### src/rtl/sw_pe_unit.sv
// rtl/sw_pe_unit.sv - Smith-Waterman systolic processing element (linear gap)
//
// Purpose: computes one DP row of a local alignment. Each valid target base Y
// produces H = max(0, diag+s, top-GAP, left-GAP), clamped to an unsigned
// SCORE_W result that saturates instead of wrapping.
//
// Ports:
//   clk      in   rising-edge clock
//   rst      in   asynchronous active-high reset
//   X_i      in   [1:0]         query base owned by this PE (A=0,C=1,G=2,T=3)
//   Y_i      in   [1:0]         target base for this cycle
//   valid_i  in                 Y_i/top_i valid this cycle
//   top_i    in   [SCORE_W-1:0] H[i-1][j] from the previous PE
//   score_o  out  [SCORE_W-1:0] registered H[i][j]
//   Y_o      out  [1:0]         Y_i delayed one cycle
//   valid_o  out                valid_i delayed one cycle

module sw_pe_unit #(
  parameter int SCORE_W  = 16,
  parameter int MATCH    = 2,
  parameter int MISMATCH = 1,
  parameter int GAP      = 1
) (
  input  logic               clk,
  input  logic               rst,
  input  logic [1:0]         X_i,
  input  logic [1:0]         Y_i,
  input  logic               valid_i,
  input  logic [SCORE_W-1:0] top_i,
  output logic [SCORE_W-1:0] score_o,
  output logic [1:0]         Y_o,
  output logic               valid_o
);

  // Two extra bits: one for sign, one for headroom above 2^SCORE_W-1.
  localparam int EW = SCORE_W + 2;
  localparam logic signed [EW-1:0] SAT_MAX = EW'({SCORE_W{1'b1}});

  logic [SCORE_W-1:0] r_score;
  logic [SCORE_W-1:0] r_diag;
  logic [1:0]         r_y;
  logic               r_valid;

  logic signed [EW-1:0] w_s;
  logic signed [EW-1:0] w_diag;
  logic signed [EW-1:0] w_top;
  logic signed [EW-1:0] w_left;
  logic signed [EW-1:0] w_max;
  logic [SCORE_W-1:0]   w_h;

  always_comb begin
    w_s    = (X_i == Y_i) ? EW'(MATCH) : -EW'(MISMATCH);
    w_diag = $signed({2'b00, r_diag})  + w_s;
    w_top  = $signed({2'b00, top_i})   - EW'(GAP);
    w_left = $signed({2'b00, r_score}) - EW'(GAP);

    // Starting from zero gives the local-alignment clamp for free.
    w_max = '0;
    if (w_diag > w_max) w_max = w_diag;
    if (w_top  > w_max) w_max = w_top;
    if (w_left > w_max) w_max = w_left;

    if (w_max > SAT_MAX) w_h = {SCORE_W{1'b1}};
    else                 w_h = w_max[SCORE_W-1:0];
  end

  always_ff @(posedge clk or posedge rst) begin
    if (rst) begin
      r_score <= '0;
      r_diag  <= '0;
      r_y     <= '0;
      r_valid <= 1'b0;
    end else begin
      r_y     <= Y_i;
      r_valid <= valid_i;
      if (valid_i) begin
        r_score <= w_h;
        r_diag  <= top_i;
      end
    end
  end

  assign score_o = r_score;
  assign Y_o     = r_y;
  assign valid_o = r_valid;

endmodule

### config.mk
export PLATFORM = sky130hd
export DESIGN_NAME = sw_pe_unit
export DESIGN_NICKNAME = d
export VERILOG_FILES = /design/src/rtl/sw_pe_unit.sv
export SDC_FILE = /design/constraint.sdc
export NUM_CORES = 1
export LEC_CHECK = 0
export ABC_AREA = 1
export CAP_MARGIN = 25
export CORE_MARGIN = 2
export CORE_UTILIZATION = 30
export CTS_BUF_LIST = sky130_fd_sc_hd__clkbuf_4
export CTS_CLUSTER_SIZE = 40
export DETAILED_ROUTE_END_ITERATION = 16
export PLACE_DENSITY_LB_ADDON = 0.05
export SLEW_MARGIN = 5
export SYNTH_ARGS = -nofsm -noshare
export SYNTH_HDL_FRONTEND = slang
export SYNTH_SLANG_ARGS = --single-unit
### constraint.sdc
create_clock -name clk -period 5.84 [get_ports clk]
set_input_delay 0.584 -clock clk [delete_from_list [all_inputs] [get_ports clk]]
set_output_delay 0.584 -clock clk [all_outputs]
set_load 0.1 [all_outputs]
==> results of run 1 <==
-- worst max path at each step --
stage	end	depth (start not counted)	start	slack, ns
floorplan	score_o[0]	42	X_i[1]	0.12
global placement	score_o[10]	43	Y_i[0]	-0.71
detailed placement	score_o[10]	39	Y_i[0]	-0.74
CTS	score_o[10]	41	Y_i[0]	-0.10
global route	score_o[15]	42	X_i[0]	-0.12
finish	score_o[10]	43	Y_i[1]	0.23
-- power by group --
group	total, W	internal (W)	switching (W)
Sequential	0.000409	0.000308	0.000101
Combinational	0.00256	0.00105	0.00152
Clock	0.000161	0.0000562	0.000105
Total	0.00313	0.00141	0.00172
-- per-layer routing --
metal,up-vias,share of wire (%),GRT usage [%]
li1,2698,-,-
met1,2391,50,26.0
met2,57,45,30.9
met3,18,2.8,2.46
met4,0,1.8,4.87
met5,-,0,0
-- cell usage after synthesis (all sizes together) --
cell type,count
xor2,23
inv,114
or2,3
mux2,3
ha,54
nor2,115
nor3,9
o2111ai,1
a21oi,51
nand3,77
and2,2
buf,7
o21bai,1
o211ai,1
xnor2,6
nor4,4
o21ai,7
a211oi,1
conb,1
clkinv,1
dfrtp,35
nand3b,17
o21a,3
clkbuf,7
nand2,175
nand4,11
-- cell usage in the layout, fill, tap and decap left out, types with 13 or more instances in the layout --
cell             count
clkdlybuf4s50_1     36
nor2_1              78
nor2_2              22
xor2_1              23
inv_1              103
nand3b_1            17
a21oi_2             26
a21oi_1             23
nand2_1            111
buf_4              120
ha_1                29
nand3_1             39
ha_4                25
buf_6               13
nand2_2             52
nor2_4              15
nand3_2             27
dfrtp_1             35
-- what timing repair did --
item | CTS | global route
buffers inserted | 4 | 16
pin swaps | 8 | 56
endpoints found under the setup margin | 16 | 16
resized for setup | 44 | 190
gates cloned | 2 | 5
hold buffers | 0 | 0
-- state kept, by name (all words and copies together) (netlist names) --
register and cells:
valid_o 1, r_diag 16, score_o 16, Y_o 2
-- cells by family after synthesis --
logic type	Yosys count	share of synthesized area, %
compound gates	65	8.38
xor+xnor	29	5.32
fa+ha+maj	54	14.1
buf+inv	129	11.0
flops	35	18.3
mux	3	0.707
other cells	1	0.0785
simple gates	413	42.0
-- worst reg2reg max path, delay by kind of cell (launching register included) --
| kind | cells | cell delay (ns) |
|---|---|---|
| buf+inv | 6 | 0.65 |
| xor+xnor | 1 | 0.16 |
| compound gates | 5 | 0.63 |
| fa+ha+maj | 3 | 0.79 |
| simple gates | 23 | 2.47 |
| flops | 1 | 0.45 |
-- per-stage QoR --
step	TNS [ns]	cells	util, %
after floorplan	0	729	-
after global placement	-11.02	1085	39.6
after detailed placement	-11.70	1085	39.6
after CTS	-1.48	1099	41.4
after global routing	-1.47	1120	48.3
final	0	1120	48.3
-- area by class of cell --
type                    instances  area [µm²]
multi-input cells             568        4380
clock buffers                   7        52.6
fillers                      1589        8130
inverters                     115         439
repair buffers                178        1560
flip-flops and latches         35         876
well taps                     216         270
clock inverters                 1        5.00
==> flow_summary.ini, run 1 <==
[status]
run_status = finished, final reports clean

[floorplanning]
io_pins = 42
design.core.area_mm2 = 0.0157
dieArea_mm2 = 0.0169
num_rows = 46
die_w_um = 130
initial_utilization_pct = 30.4
die_height_um = 130

[worst_setup_path]
crit_family = simple AND/OR/NAND/NOR gates
crit_path_frequent_cell = nand2_1
crit_slowest_cell = ha_1
worst_setup_path_start_kind = primary input
slowest_delay_ns = 0.29
crit_fanout = 8
r2r_end = score_o[10]
path_class = primary input to register
end_kind = register
rr_worst_depth = 38
critPathBufInv = 8
rr_startpoint = r_diag[4]
regToRegSetupSlack_ns = 0.58
arrival_ns = 5.90
cp.required_ns = 6.13

[placed_design]
place.gp.congestion = 0.844
hpwl_mm = 11.6
portBuffers = 41
dpl-instance-area_mm2 = 0.00622
place_ws_ns = -0.741

[power_and_ir_drop]
power.density_mw_per_mm2 = 413
ir_drop_mv = 0.291
p_leak_nw = 3.58
power_w = 0.00313

[global_route]
grt_max_degree = 49
grt_overflow = 0
grt_pass1_wl_mm = 24.9
grt_usage_pct = 18.8
antenna_found_initial = 0
grt_pass1_vias = 5017

[sta]
max_slew_margin_pct = 35.0
period_share_pct = 96.0
slew_viol_final = 0
rsz0062_at_grt = true
setup_ws_ns = 0.232
finalSetupViolCount = 0
finalClockSkew_ns = 0.0118
hold_violations = 0
hold_slack_ns = 0.282
fmax_ghz = 0.178
min_period_ns = 5.61
worst_pin_slew_ns = 0.972

[synth]
synth.net_count = 806
synth-seq-area-share_pct = 18.3
synth_top_area_share_pct = 18.3
syn_area_mm2 = 0.00478
yosys_warnings = 0
synth_cell_types = 40
postSynthAreaPerCell_um2 = 6.55
ys_seq_elements = 35
synthCells = 729
synthTopCellsByArea = dfrtp_1 18%, ha_1 14%, nand2_1 12%, nor2_1 9.0%, inv_1 8.8%
yosys.area.top_type = dfrtp_1

[run]
cap_violations = 0

[clock_tree]
clkTransAtPathRegs_ns = 0.12
insertion_delay_ns = 0.40
cts_buffers = 5
cts_tree = built
clock_path_buffers = 2
clock-sinks = 35
h-tree-depth = 2
root_buffer = clkbuf_4

[worst_hold_path]
min_to = Y_o[1]
min_path_type = primary input to register
worstHoldStart = Y_i[1]
whs_path_depth = 1

[routing]
post_drt_wl_per_cell_um = 14.2
drt_wl_total_mm = 15.9
dr.pass1.iters = 4
drt_iter0_drc = 191
drtAntennaViolNets = 0
vias_per_cell = 4.61
num_vias = 5164
drc = 0

[finish]
final_nets = 980
syn2layout_area_growth_pct = 58.7
diodes = 0
drive_gt1_share_pct = 41.3
fin_area_mm2 = 0.00758
Power figures use the tool's default switching activity.
==> run 2: changes to the inputs <==
CTS_CLUSTER_SIZE = not set   (was 40)
==> results of run 2 <==
Final layout, timing and power as in run 1 (identical DEF).
